**config.mk**
```make
export PLATFORM = sky130hd
export DESIGN_NAME = multicycle_ctrl_fsm_flat
export DESIGN_NICKNAME = d
export VERILOG_FILES = /design/src/rtl/multicycle_ctrl_fsm_if.sv /design/src/rtl/multicycle_ctrl_fsm.sv /design/src/flat_wrapper.sv
export SDC_FILE = /design/constraint.sdc
export NUM_CORES = 1
export LEC_CHECK = 0
export CAP_MARGIN = 20
export CORE_MARGIN = 8
export CORE_UTILIZATION = 38
export DETAILED_ROUTE_END_ITERATION = 10
export HOLD_SLACK_MARGIN = 0.15
export MAX_ROUTING_LAYER = met4
export PLACE_DENSITY = 0.76
export SETUP_SLACK_MARGIN = 0.1
export SLEW_MARGIN = 20
export SYNTH_ARGS = -nofsm -noshare
export SYNTH_HDL_FRONTEND = slang
export SYNTH_SLANG_ARGS = --single-unit
```
**constraint.sdc**
```tcl
create_clock -name clk -period 1.9 [get_ports clk]
set_clock_uncertainty 0.1 [all_clocks]
set_input_delay 0.285 -clock clk [delete_from_list [all_inputs] [get_ports clk]]
set_output_delay 0.285 -clock clk [all_outputs]
set_load 0.005 [all_outputs]
```
**src/rtl/multicycle_ctrl_fsm_if.sv**
```systemverilog
// Control bundle between the instruction register / datapath and the
// multicycle control FSM. The datapath side drives the decoded instruction
// fields and consumes the strobes and mux selects.
interface multicycle_ctrl_fsm_if #(
    parameter int STATE_W = 4
);
    logic [1:0]         Op;
    logic [5:0]         Funct;
    logic [3:0]         Rd;

    logic               PCS;
    logic               RegW;
    logic               MemW;
    logic [1:0]         FlagW;
    logic               NextPC;
    logic               IRWrite;
    logic               AdrSrc;
    logic [1:0]         ALUSrcA;
    logic [1:0]         ALUSrcB;
    logic [1:0]         ResultSrc;
    logic [1:0]         ALUControl;
    logic [1:0]         ImmSrc;
    logic [1:0]         RegSrc;
    logic [STATE_W-1:0] State;

    modport master (
        output Op, Funct, Rd,
        input  PCS, RegW, MemW, FlagW, NextPC, IRWrite, AdrSrc,
               ALUSrcA, ALUSrcB, ResultSrc, ALUControl, ImmSrc, RegSrc, State
    );

    modport slave (
        input  Op, Funct, Rd,
        output PCS, RegW, MemW, FlagW, NextPC, IRWrite, AdrSrc,
               ALUSrcA, ALUSrcB, ResultSrc, ALUControl, ImmSrc, RegSrc, State
    );
endinterface

```
**src/rtl/multicycle_ctrl_fsm.sv**
```systemverilog
// Multicycle ARM-style control unit: Moore main FSM plus ALU decode.
//
// state    | meaning
// ---------+-----------------------------------------------
// FETCH    | load IR, PC <= PC + 4
// DECODE   | read registers, PC + 8 available on ALU
// MEMADR   | compute load/store address (base + imm)
// MEMREAD  | read memory at ALU address
// MEMWB    | write loaded data to register file
// MEMWRITE | write store data to memory
// EXECUTER | ALU op with register operand B
// EXECUTEI | ALU op with immediate operand B
// ALUWB    | write ALU result (suppressed for CMP)
// BRANCH   | PC <= PC + 8 + offset
//
// Moore outputs are registered: each register is loaded with the value
// belonging to the state being entered, so outputs change together with
// State. The reset values are the FETCH values, so the cycle right after
// reset release already presents the fetch strobes; those strobes are
// gated by reset so nothing fires while reset is held low.
module multicycle_ctrl_fsm #(
    parameter int STATE_W = 4
) (
    input  logic                  clk,
    input  logic                  reset,
    multicycle_ctrl_fsm_if.slave  ctrl
);

    typedef enum logic [3:0] {
        S_FETCH    = 4'd0,
        S_DECODE   = 4'd1,
        S_MEMADR   = 4'd2,
        S_MEMREAD  = 4'd3,
        S_MEMWB    = 4'd4,
        S_MEMWRITE = 4'd5,
        S_EXECUTER = 4'd6,
        S_EXECUTEI = 4'd7,
        S_ALUWB    = 4'd8,
        S_BRANCH   = 4'd9
    } state_t;

    state_t     state_q, state_d;
    logic       irwrite_q, nextpc_q, adrsrc_q;
    logic       regw_q, memw_q, aluop_q, branch_q;
    logic [1:0] srca_q, srcb_q, ressrc_q;
    logic [1:0] alu_ctrl, flag_w;
    logic [3:0] cmd;
    logic       is_cmp;

    assign cmd    = ctrl.Funct[4:1];
    assign is_cmp = (cmd == 4'b1010);

    // Next-state selection; unused encodings fall back to FETCH.
    always_comb begin
        state_d = S_FETCH;
        case (state_q)
            S_FETCH:  state_d = S_DECODE;
            S_DECODE: begin
                case (ctrl.Op)
                    2'b00:   state_d = ctrl.Funct[5] ? S_EXECUTEI : S_EXECUTER;
                    2'b01:   state_d = S_MEMADR;
                    2'b10:   state_d = S_BRANCH;
                    default: state_d = S_FETCH;
                endcase
            end
            S_MEMADR:   state_d = ctrl.Funct[0] ? S_MEMREAD : S_MEMWRITE;
            S_MEMREAD:  state_d = S_MEMWB;
            S_EXECUTER: state_d = S_ALUWB;
            S_EXECUTEI: state_d = S_ALUWB;
            default:    state_d = S_FETCH;
        endcase
    end

    // State register and Moore outputs for the state being entered.
    // NoWrite (CMP) is sampled only on entry to ALUWB and held in regw_q.
    always_ff @(posedge clk or negedge reset) begin
        if (!reset) begin
            state_q   <= S_FETCH;
            irwrite_q <= 1'b1;
            nextpc_q  <= 1'b1;
            adrsrc_q  <= 1'b0;
            srca_q    <= 2'b01;
            srcb_q    <= 2'b10;
            ressrc_q  <= 2'b10;
            regw_q    <= 1'b0;
            memw_q    <= 1'b0;
            aluop_q   <= 1'b0;
            branch_q  <= 1'b0;
        end else begin
            state_q   <= state_d;
            irwrite_q <= (state_d == S_FETCH);
            nextpc_q  <= (state_d == S_FETCH);
            adrsrc_q  <= (state_d == S_MEMREAD) || (state_d == S_MEMWRITE);
            srca_q    <= ((state_d == S_FETCH) || (state_d == S_DECODE)) ? 2'b01 : 2'b00;
            if ((state_d == S_FETCH) || (state_d == S_DECODE))
                srcb_q <= 2'b10;
            else if ((state_d == S_MEMADR) || (state_d == S_EXECUTEI) || (state_d == S_BRANCH))
                srcb_q <= 2'b01;
            else
                srcb_q <= 2'b00;
            if ((state_d == S_FETCH) || (state_d == S_DECODE) || (state_d == S_BRANCH))
                ressrc_q <= 2'b10;
            else if (state_d == S_MEMWB)
                ressrc_q <= 2'b01;
            else
                ressrc_q <= 2'b00;
            regw_q    <= (state_d == S_MEMWB) || ((state_d == S_ALUWB) && !is_cmp);
            memw_q    <= (state_d == S_MEMWRITE);
            aluop_q   <= (state_d == S_EXECUTER) || (state_d == S_EXECUTEI);
            branch_q  <= (state_d == S_BRANCH);
        end
    end

    // ALU decode: only meaningful while an EXECUTE state drives the ALU.
    always_comb begin
        alu_ctrl = 2'b00;
        flag_w   = 2'b00;
        if (aluop_q) begin
            case (cmd)
                4'b0100: alu_ctrl = 2'b00;
                4'b0010: alu_ctrl = 2'b01;
                4'b0000: alu_ctrl = 2'b10;
                4'b1100: alu_ctrl = 2'b11;
                4'b1010: alu_ctrl = 2'b01;
                default: alu_ctrl = 2'b00;
            endcase
            flag_w[1] = ctrl.Funct[0];
            flag_w[0] = ctrl.Funct[0] & ~alu_ctrl[1];
        end
    end

    assign ctrl.IRWrite    = irwrite_q & reset;
    assign ctrl.NextPC     = nextpc_q & reset;
    assign ctrl.AdrSrc     = adrsrc_q;
    assign ctrl.ALUSrcA    = srca_q;
    assign ctrl.ALUSrcB    = srcb_q;
    assign ctrl.ResultSrc  = ressrc_q;
    assign ctrl.RegW       = regw_q;
    assign ctrl.MemW       = memw_q;
    assign ctrl.FlagW      = flag_w;
    assign ctrl.ALUControl = alu_ctrl;
    assign ctrl.PCS        = branch_q | (regw_q & (ctrl.Rd == 4'hF));
    assign ctrl.ImmSrc     = ctrl.Op;
    assign ctrl.RegSrc     = {ctrl.Op == 2'b01, ctrl.Op == 2'b10};
    assign ctrl.State      = STATE_W'(state_q);

endmodule

```
**src/flat_wrapper.sv**
```systemverilog
// flat-port wrapper written by rule: the top's interface ports become plain ports
module multicycle_ctrl_fsm_flat 
#(
    parameter int STATE_W = 4
)
  (clk, reset, ctrl_Op, ctrl_Funct, ctrl_Rd, ctrl_PCS, ctrl_RegW, ctrl_MemW, ctrl_FlagW, ctrl_NextPC, ctrl_IRWrite, ctrl_AdrSrc, ctrl_ALUSrcA, ctrl_ALUSrcB, ctrl_ResultSrc, ctrl_ALUControl, ctrl_ImmSrc, ctrl_RegSrc, ctrl_State);
  multicycle_ctrl_fsm_if #(.STATE_W(STATE_W)) ctrl_i ();
  input  logic clk;
  input  logic reset;
  input wire logic [$bits(ctrl_i.Op)-1:0] ctrl_Op;
  input wire logic [$bits(ctrl_i.Funct)-1:0] ctrl_Funct;
  input wire logic [$bits(ctrl_i.Rd)-1:0] ctrl_Rd;
  output wire logic [$bits(ctrl_i.PCS)-1:0] ctrl_PCS;
  output wire logic [$bits(ctrl_i.RegW)-1:0] ctrl_RegW;
  output wire logic [$bits(ctrl_i.MemW)-1:0] ctrl_MemW;
  output wire logic [$bits(ctrl_i.FlagW)-1:0] ctrl_FlagW;
  output wire logic [$bits(ctrl_i.NextPC)-1:0] ctrl_NextPC;
  output wire logic [$bits(ctrl_i.IRWrite)-1:0] ctrl_IRWrite;
  output wire logic [$bits(ctrl_i.AdrSrc)-1:0] ctrl_AdrSrc;
  output wire logic [$bits(ctrl_i.ALUSrcA)-1:0] ctrl_ALUSrcA;
  output wire logic [$bits(ctrl_i.ALUSrcB)-1:0] ctrl_ALUSrcB;
  output wire logic [$bits(ctrl_i.ResultSrc)-1:0] ctrl_ResultSrc;
  output wire logic [$bits(ctrl_i.ALUControl)-1:0] ctrl_ALUControl;
  output wire logic [$bits(ctrl_i.ImmSrc)-1:0] ctrl_ImmSrc;
  output wire logic [$bits(ctrl_i.RegSrc)-1:0] ctrl_RegSrc;
  output wire logic [$bits(ctrl_i.State)-1:0] ctrl_State;
  assign ctrl_i.Op = ctrl_Op;
  assign ctrl_i.Funct = ctrl_Funct;
  assign ctrl_i.Rd = ctrl_Rd;
  assign ctrl_PCS = ctrl_i.PCS;
  assign ctrl_RegW = ctrl_i.RegW;
  assign ctrl_MemW = ctrl_i.MemW;
  assign ctrl_FlagW = ctrl_i.FlagW;
  assign ctrl_NextPC = ctrl_i.NextPC;
  assign ctrl_IRWrite = ctrl_i.IRWrite;
  assign ctrl_AdrSrc = ctrl_i.AdrSrc;
  assign ctrl_ALUSrcA = ctrl_i.ALUSrcA;
  assign ctrl_ALUSrcB = ctrl_i.ALUSrcB;
  assign ctrl_ResultSrc = ctrl_i.ResultSrc;
  assign ctrl_ALUControl = ctrl_i.ALUControl;
  assign ctrl_ImmSrc = ctrl_i.ImmSrc;
  assign ctrl_RegSrc = ctrl_i.RegSrc;
  assign ctrl_State = ctrl_i.State;
  multicycle_ctrl_fsm #(.STATE_W(STATE_W)) u_core (.clk(clk), .reset(reset), .ctrl(ctrl_i));
endmodule
```
==> results of run 1 <==
==> path summary, 6_finish.rpt <==
path / depth (start not counted) / start / end / slack (ps)
setup / recovery: 4 / ctrl_Funct[2] / ctrl_FlagW[0] / 150
hold / removal: 2 / reset / u_core.branch_q / 260
setup reg to reg: 4 / u_core.ctrl.State[3] / u_core.ctrl.ALUSrcB[0] / 180
hold reg to reg: 1 / u_core.ctrl.State[2] / u_core.ctrl.AdrSrc / 490
max in group asynchronous: 2 / reset / u_core.ctrl.ResultSrc[1] / 1220
min in group clk: 4 / ctrl_Funct[4] / u_core.ctrl.RegW / 460
==> sequential cells by signal, summed over array words and instances, names as in the netlist <==
register / cells
u_core.aluop_q: 1
u_core.ctrl.State: 4
u_core.ctrl.AdrSrc: 1
u_core.ctrl.ALUSrcB: 1
u_core.ctrl.RegW: 1
u_core.ctrl.MemW: 1
u_core.ctrl.ALUSrcA: 1
u_core.ctrl.ResultSrc: 2
u_core.irwrite_q: 1
u_core.branch_q: 1
==> metrics by stage <==
step	cells	setup WS [ps]	area, µm²
2_1_floorplan	67	257	717
3_3_place_gp	132	-178	1140
3_5_place_dp	132	-215	1140
4_1_cts	137	91.7	1170
5_1_grt	138	97.3	1170
6_report	138	154	1170
==> worst max-delay path, delay by kind of cell <==
family | cells | cell delay, ps
compound gates | 1 | 290
buf+inv | 3 | 780
==> cell type report <==
cell class	instances	area, µm²
repair buffers	47	424
clock buffers	4	36.3
well taps	25	31.3
flip-flops and latches	14	358
inverters	4	15.0
multi-input cells	44	310
fillers	155	571
==> cells in the final DEF (no fill, tap or decap), types with 3 or more instances in the layout <==
master,instances
dfstp_2,3
nor2_1,7
clkdlybuf4s50_1,23
buf_4,11
dlygate4sd2_1,11
clkbuf_4,3
dfrtp_1,8
inv_1,4
nand2_1,3
dfrtp_2,3
==> cell families (layout without fill, tap and decap cells) <==
family / count (synthesis) / in the layout / synth area share (%)
buf+inv: 9 / 55 / 7.33
mux: 1 / 1 / 1.57
flops: 14 / 14 / 49.4
other cells: 1 / 1 / 0.523
compound gates: 8 / 8 / 10.1
simple gates: 33 / 33 / 29.8
xor+xnor: 1 / 1 / 1.22
==> power by group through the flow <==
| stage | logic [mW] | clock network, mW | registers, mW |
|---|---|---|---|
| 2_1_floorplan | 0.311 | 0 | 0.522 |
| 3_3_place_gp | 0.680 | 0 | 0.521 |
| 3_5_place_dp | 0.694 | 0 | 0.528 |
| 4_1_cts | 0.681 | 0.206 | 0.524 |
| 5_1_grt | 0.762 | 0.229 | 0.542 |
| 6_report | 0.689 | 0.200 | 0.526 |
==> repair_timing <==
action,CTS,global route
resized for setup,14,5
setup endpoints to repair,10,5
buffers inserted,1,1
cloned,0,0
pin swaps,0,1
==> routing by layer <==
metal  vias up  global-route usage, %  wire, µm
li1        321                      -         -
met1       302                   12.3       722
met2        24                   20.5      1020
met3         4                   2.60       179
met4         0                   5.12        33
met5         -                      -         0
==> metrics.md, run 1 <==
| Metric | Value |
|---|---|
| Final hold vios | 0 |
| Synth Cell Area | 717 µm² |
| Synth Warn # | 0 |
| PortBufs | 36 |
| DR DRC count | 0 |
| Worst VDD drop | 0.672 mV |
| Clock sink count | 14 |
| Worst setup EP type | output port |
| Tot Pwr | 1.41 mW |
| Post-synth top cells | dfrtp_1 (11), nor2_1 (7), buf_4 (5) |
| Row cnt | 15 |
| Max stage delay on crit path | 420 ps |
| Top-count cell post-synth | dfrtp_1 |
| Yosys top cell area share | 38.4% |
| Register share of total power | 37.2% |
| Net count, final | 128 |
| Synth Net Count | 81 |
| Unique masters post-synth | 34 |
| Setup TNS | 0 ps |
| Outcome | finished, final reports clean |
| DR iter-0 viols | 9 |
| Endpoints failing setup | 0 |
| RSZ-0062 raised after global routing | no |
| Pins Over Slew Limit | 0 |
| Mean Syn Cell Area | 10.7 µm² |
| Drt pass-1 iters | 4 |
| # IOs | 38 |
| Switching Fraction | 31.4% |
| Antenna diode count | 0 |
| Static Leakage | 0.571 nW |
| Final period util | 91.9% |
| Switching pwr | 0.445 mW |
| DIE AREA | 0.00353 mm² |
| Clk root buf | clkbuf_4 |
| Clk slew on worst S/H paths | 80 ps |
| Largest cells by area after synthesis | dfrtp_1 (38%), dfstp_2 (11%), buf_4 (5.2%), nor2_1 (3.7%), nor4b_4 (3.3%) |
| Cell-internal power | 0.970 mW |
| Worst Setup Start Kind | input pin |
| Min Tclk post-route | 1750 ps |
| Final Wtd Congestion | 0.803 |
| Ys flop type | dfrtp_1 |
| Crit Path Class | in2out |
| WL/cell | 14.2 µm |
| Mapped Cells | 67 |
| First-pass GRT wire length | 3.19 mm |
| Synthesized flop and latch total | 14 |
| Post-synth EDFFs | 0 |
| Clock share of power | 14.1% |
| DIE WIDTH | 59.4 µm |
| Core area | 0.00175 mm² |
| Worst path arrival time | 1360 ps |
| Largest fanout on the critical path | 3 |
| Routed Antenna Nets | 0 |
| Total track usage | 11.7% |
| Hold Crit Class | in2async |
| Hold slack | 255 ps |
| Register area share after synthesis | 49.4% |
| TritonCTS clock tree | done |
| Layout cell share with drive strength beyond 1 | 27.4% |
| Largest net degree at the start of global routing | 15 |
| H-tree levels | 1 |
| Synth area leader | dfrtp_1 |
| Gr ovfl total | 0 |
| Via Count | 651 |
| Maximum capacitance violations | 0 |
| Area delta synth->final | 63.9% |
| Die height | 59.4 µm |
| Cells along the critical path | clkdlybuf4s50_1 -> buf_4 -> o31a_1 -> clkdlybuf4s15_1 |
| Initial antenna violation count | 0 |
| Worst path slowest cell | clkdlybuf4s50_1 |
| Hold-fix buffers, CTS | 0 |
| WL final | 1.96 mm |
| Req. time, crit path | 1510 ps |
| Clock Path Buffers | 2 |
| Vias per cell | 4.72 |
| FMAX | 573 MHz |
| Utilization after layout | 67.3% |
| Vias in the first global route | 696 |
| Dpl hpwl | 1.64 mm |
| Initial Util | 41.1% |
| Share of total power in combinational logic | 48.7% |
| Worst skew pair latency | 270 ps |
| Asr flop ratio synth | 100% |
| Pwr dens | 1200 mW/mm² |
| Num CTS Buffers | 3 |
No activity file was read; power rests on OpenSTA's default activity.
==> inputs of run 2 (changes only) <==
--- a/config.mk
+++ b/config.mk
@@ -6,7 +6,7 @@
 export NUM_CORES = 1
 export LEC_CHECK = 0
 export CAP_MARGIN = 20
-export CORE_MARGIN = 8
+export CORE_MARGIN = 2
 export CORE_UTILIZATION = 38
 export DETAILED_ROUTE_END_ITERATION = 10
 export HOLD_SLACK_MARGIN = 0.15
==> metrics.md, run 2 (synthesis results as in run 1) <==
| Metric | Value |
|---|---|
| Outcome | finished, final reports clean |
| Worst reg2reg path startpoint | u_core.ctrl.State[3] |
| DR iter-0 viols | 6 (-3) |
| Routed Antenna Nets | 0 (unchanged) |
| Final hold vios | 0 (unchanged) |
| Num CTS Buffers | 3 (unchanged) |
| Worst Setup Start Kind | flop |
| Min Tclk post-route | 1760 ps (+15.9 ps) |
| Dpl cells | 131 (-0.76%) |
| Clk slew on worst S/H paths | 80 ps (about the same) |
| Largest fanout on the critical path | 6 (+3) |
| Commonest non-fill, non-tap cell in the layout | clkdlybuf4s50_1 |
| Layout cell share with drive strength beyond 1 | 25.7% (-1.8 points) |
| Final period util | 92.8% (+0.84 points) |
| Via Count | 653 (+0.31%) |
| Static Leakage | 0.608 nW (+6.5%) |
| Worst skew pair latency | 270 ps (about the same) |
| TritonCTS clock tree | done |
| Area delta synth->final | 64.7% |
| WL/cell | 12.1 µm (-15%) |
| Crit Path Class | reg2reg |
| Hold-fix buffers, CTS | 0 (unchanged) |
| Clock Path Buffers | 2 (unchanged) |
| Endpoints failing setup | 0 (unchanged) |
| Worst path arrival time | 1820 ps (+460 ps) |
| Antenna diode count | 0 (unchanged) |
| Worst setup EP type | flop |
| Pwr dens | 1230 mW/mm² (+1.9%) |
| Clk root buf | clkbuf_4 |
| Tot Pwr | 1.45 mW (+2.5%) |
| Maximum capacitance violations | 0 (unchanged) |
| Initial antenna violation count | 0 (unchanged) |
| Net count, final | 128 (unchanged) |
| WL final | 1.66 mm (-15%) |
| Row cnt | 15 (unchanged) |
| Post-route cell area | 0.00118 mm² (+0.53%) |
| Utilization after layout | 67.7% (+0.36 points) |
| Filler cells | 154 (-0.65%) |
| # IOs | 38 (unchanged) |
| Largest net degree at the start of global routing | 15 (unchanged) |
| Total track usage | 17.5% (+5.7 points) |
| Initial Util | 41.1% (unchanged) |
| Die height | 47.4 µm (-20%) |
| Reg2Reg Setup Slack | 140 ps (-40 ps) |
| FMAX | 567 MHz (-0.90%) |
| Worst VDD drop | 0.578 mV (-14%) |
| PortBufs | 36 (unchanged) |
| Worst R2R End | u_core.ctrl.ALUSrcB[0] |
| Gr ovfl total | 0 (unchanged) |
| DR DRC count | 0 (unchanged) |
| First-pass GRT wire length | 2.68 mm (-16%) |
| Setup TNS | 0 ps (unchanged) |
| Final Wtd Congestion | 0.749 (-6.7%) |
| Drt pass-1 iters | 4 (unchanged) |
| Dpl hpwl | 1.34 mm (-18%) |
| Most frequent cells in the layout | clkdlybuf4s50_1 (22), buf_4 (11), dlygate4sd2_1 (10), dfrtp_1 (10), nor2_1 (7) |
| Non-filler cells, final | 138 (unchanged) |
| Clock sink count | 14 (unchanged) |
| Core area | 0.00175 mm² (unchanged) |
| Hold Crit Class | in2async |
| RSZ-0062 raised after global routing | yes |
| Placed instance area | 0.00113 mm² (-0.66%) |
| Pins Over Slew Limit | 0 (unchanged) |
| R2R cell count | 4 (unchanged) |
| Vias per cell | 4.73 (+0.31%) |
| DIE WIDTH | 47.4 µm (-20%) |
| H-tree levels | 1 (unchanged) |
| DIE AREA | 0.00225 mm² (-36%) |
| Vias in the first global route | 616 (-11%) |
| Req. time, crit path | 1960 ps (+450 ps) |
| Max reg flops | 4 (unchanged) |
run 2: worst max-delay path, cell delays in order, from the launching register on:
cell,delay [ps]
dfrtp_1,470
nor4b_4,390
a22oi_1,200
o2111a_1,160
or3_1,330
run 2: worst max-delay path by stage:
stage	startpoint	to	slack [ps]	depth (start not counted)
finish	u_core.ctrl.State[3]	u_core.ctrl.ALUSrcB[0]	140	4
floorplan	u_core.ctrl.State[1]	u_core.ctrl.ALUSrcB[0]	260	4
CTS	ctrl_Funct[2]	ctrl_ALUControl[0]	100	4
global placement	ctrl_Funct[3]	ctrl_ALUControl[0]	-170	5
detailed placement	ctrl_Funct[3]	ctrl_ALUControl[0]	-190	5
global route	ctrl_Op[1]	u_core.ctrl.ALUSrcB[0]	70	6
run 2: what timing repair did:
action	4_1_cts	5_1_grt
buffers inserted	1	2
pin swaps	0	1
gates resized for setup	11	6
endpoints found under the setup margin	8	6
run 2: routing by layer:
| metal | share of wire [%] | vias up | GRT usage, % |
|---|---|---|---|
| li1 | - | 319 | - |
| met1 | 43 | 306 | 21.4 |
| met2 | 52 | 26 | 30.0 |
| met3 | 4.5 | 2 | 1.13 |
| met4 | 0.48 | 0 | 6.67 |
| met5 | 0 | - | - |
run 2: cell type report:
type / instances / area [µm²] / area share (%)
inverters: 4 / 15.0 / 1.27
flip-flops and latches: 14 / 355 / 30.1
multi-input cells: 44 / 310 / 26.3
well taps: 25 / 31.3 / 2.65
clock buffers: 4 / 36.3 / 3.07
repair buffers: 47 / 433 / 36.7
run 2: metrics by stage:
step	hold WS [ps]	worst slack (ps)
6_report	269	138
3_5_place_dp	465	-188
2_1_floorplan	-111	257
3_3_place_gp	453	-173
4_1_cts	279	101
5_1_grt	275	73.8
run 2: power breakdown:
part | switching, mW | internal, mW | leakage, nW | total [mW]
combinational | 0.293 | 0.446 | 0.410 | 0.739
clock | 0.0935 | 0.116 | 0.0210 | 0.210
sequential | 0.0761 | 0.425 | 0.177 | 0.501
==> inputs of run 3 (changes only) <==
--- a/config.mk
+++ b/config.mk
@@ -9,6 +9,7 @@
 export CORE_MARGIN = 2
 export CORE_UTILIZATION = 38
 export DETAILED_ROUTE_END_ITERATION = 10
+export GPL_TIMING_DRIVEN = 0
 export HOLD_SLACK_MARGIN = 0.15
 export MAX_ROUTING_LAYER = met4
 export PLACE_DENSITY = 0.76
==> metrics.md, run 3 (synthesis results as in run 1) <==
| Metric | Value |
|---|---|
| Routed Antenna Nets | 0 (unchanged) |
| Clock Path Buffers | 2 (unchanged) |
| Met3 track demand over resource | 3.40% (+2.3 points) |
| # IOs | 38 (unchanged) |
| Final Wtd Congestion | 0.795 (+6.0%) |
| Dpl hpwl | 1.30 mm (-2.9%) |
| Endpoints failing setup | 0 (unchanged) |
| DIE AREA | 0.00225 mm² (unchanged) |
| Non-filler cells, final | 135 (-2.2%) |
| Worst Tran Pin Value | 522 ps |
| Commonest non-fill, non-tap cell in the layout | clkdlybuf4s50_1 |
| Num CTS Buffers | 3 (unchanged) |
| Maximum capacitance violations | 0 (unchanged) |
| Worst path slowest cell | dfrtp_2 |
| R2R cell count | 4 (unchanged) |
| Static Leakage | 0.564 nW (-7.3%) |
| Worst skew pair latency | 270 ps (about the same) |
| DR iter-0 viols | 7 (+1) |
| Clk root buf | clkbuf_4 |
| Final period util | 91.8% (-0.98 points) |
| Switching Fraction | 31.8% (-0.065 points) |
| Share of total power in combinational logic | 45.3% (-5.6 points) |
| PortBufs | 36 (unchanged) |
| Vias in the first global route | 606 (-1.6%) |
| Cells along the critical path | nor4b_4 -> a22oi_1 -> o2111a_1 -> or3_1 |
| Total track usage | 18.1% (+0.58 points) |
| Slew headroom | 65.1% |
| Antenna diode count | 0 (unchanged) |
| Most Crowded Layer GR | met2 |
| TritonCTS clock tree | done |
| Pins Over Slew Limit | 0 (unchanged) |
| Most frequent cells in the layout | clkdlybuf4s50_1 (21), dlygate4sd2_1 (11), nor2_1 (7), buf_4 (7), dfrtp_1 (7) |
| Row cnt | 15 (unchanged) |
| Worst Setup Start Kind | flop |
| DIE WIDTH | 47.4 µm (unchanged) |
| Register share of total power | 39.4% (+4.8 points) |
| Max reg flops | 4 (unchanged) |
| Drt pass-1 iters | 4 (unchanged) |
| H-tree levels | 1 (unchanged) |
| Outcome | finished, final reports clean |
| Filler cells | 162 (+5.2%) |
| Cell-internal power | 0.934 mW (-5.4%) |
| Core area | 0.00175 mm² (unchanged) |
| Layout cell share with drive strength beyond 1 | 26.4% (+0.70 points) |
| Hold Crit Class | in2reg |
| Worst VDD drop | 0.631 mV (+9.1%) |
| Worst setup EP type | flop |
| Final hold vios | 0 (unchanged) |
| RSZ-0062 raised after global routing | yes |
| Gr ovfl total | 0 (unchanged) |
| Die height | 47.4 µm (unchanged) |
| Hold Path Stages | 2 |
| Crit Path Class | reg2reg |
| Net count, final | 125 (-2.3%) |
| Switching pwr | 0.436 mW (-5.7%) |
| Max stage delay on crit path | 470 ps (about the same) |
| FMAX | 574 MHz (+1.1%) |
| Largest net degree at the start of global routing | 12 (-3) |
| Dpl cells | 128 (-2.3%) |
| Clk slew on worst S/H paths | 90 ps (about the same) |
| Initial Util | 41.1% (unchanged) |
| Min Tclk post-route | 1740 ps (-18.6 ps) |
| Req. time, crit path | 1950 ps (about the same) |
| Vias per cell | 4.81 (+1.8%) |
| Pwr dens | 1170 mW/mm² (-4.6%) |
| Grt met1 use | 20.0% (-1.4 points) |
| Clock sink count | 14 (unchanged) |
| Slack of the critical path | 156 ps (+18.6 ps) |
| WL final | 1.74 mm (+4.8%) |
| Worst path arrival time | 1800 ps (-20 ps) |
| Initial antenna violation count | 0 (unchanged) |
| DR DRC count | 0 (unchanged) |
| Via Count | 650 (-0.46%) |
| Clock share of power | 15.3% (+0.8 points) |
| WL/cell | 12.9 µm (+7.1%) |
| Hold slack | 288 ps (+19.7 ps) |
| First-pass GRT wire length | 2.66 mm (-0.78%) |
| Met2 Use GR | 31.9% (+1.9 points) |
| Utilization after layout | 67.0% (-0.65 points) |
| Area delta synth->final | 63.2% |
| Largest fanout on the critical path | 6 (unchanged) |
| Worst slack, placed | -509 ps (-321 ps) |
run 3: metal layers:
| layer | vias up | part of all wire, % |
|---|---|---|
| li1 | 317 | - |
| met1 | 311 | 41 |
| met2 | 22 | 55 |
| met3 | 0 | 4.5 |
| met4 | 0 | 0 |
| met5 | - | 0 |
run 3: critical path: cells and delay by family, from the launching register on:
family / cells / cell delay (ps)
AO/OA/AOI/OAI: 2 / 350
flip-flops: 1 / 470
AND/OR/NAND/NOR: 2 / 700
run 3: final cells by class:
cell class	count	area, µm²	share of cell area [%]
multi-input cells	44	315	27.0
plain buffers	5	37.5	3.21
flip-flops and latches	14	359	30.7
clock buffers	4	36.3	3.10
well taps	25	31.3	2.67
inverters	4	15.0	1.28
repair buffers	39	375	32.1
run 3: power by group through the flow:
stage	registers, mW	clock network, mW	logic, mW
finish	0.539	0.210	0.620
global route	0.557	0.229	0.689
CTS	0.528	0.212	0.627
detailed placement	0.534	0	0.634
global placement	0.530	0	0.625
floorplan	0.522	0	0.311
run 3: path summary, 6_finish.rpt:
path / slack [ps] / from / to
max: 160 / u_core.ctrl.State[3] / u_core.ctrl.ALUSrcB[0]
min in group asynchronous: 540 / reset / u_core.ctrl.MemW
min reg2reg: 470 / u_core.ctrl.State[0] / u_core.ctrl.AdrSrc
min: 290 / ctrl_Funct[0] / u_core.ctrl.MemW
max reg2reg: 160 / u_core.ctrl.State[3] / u_core.ctrl.ALUSrcB[0]
max in group asynchronous: 780 / reset / u_core.ctrl.State[1]
run 3: repair_timing:
| item | in CTS | in global routing |
|---|---|---|
| buffers inserted | 1 | 0 |
| cloned | 0 | 0 |
| endpoints found under the setup margin | 11 | 5 |
| hold buffers | 2 | 0 |
| pin swaps | 1 | 1 |
| endpoints found under the hold margin | 11 | 0 |
| gates resized for setup | 17 | 6 |
run 3: stage by stage:
stage	instance area (µm²)	TNS, ps	total power [mW]
finish	1170	0	1.37
global route	1170	0	1.47
CTS	1160	0	1.37
detailed placement	1110	-1740	1.17
global placement	1110	-1490	1.15
floorplan	717	0	0.833
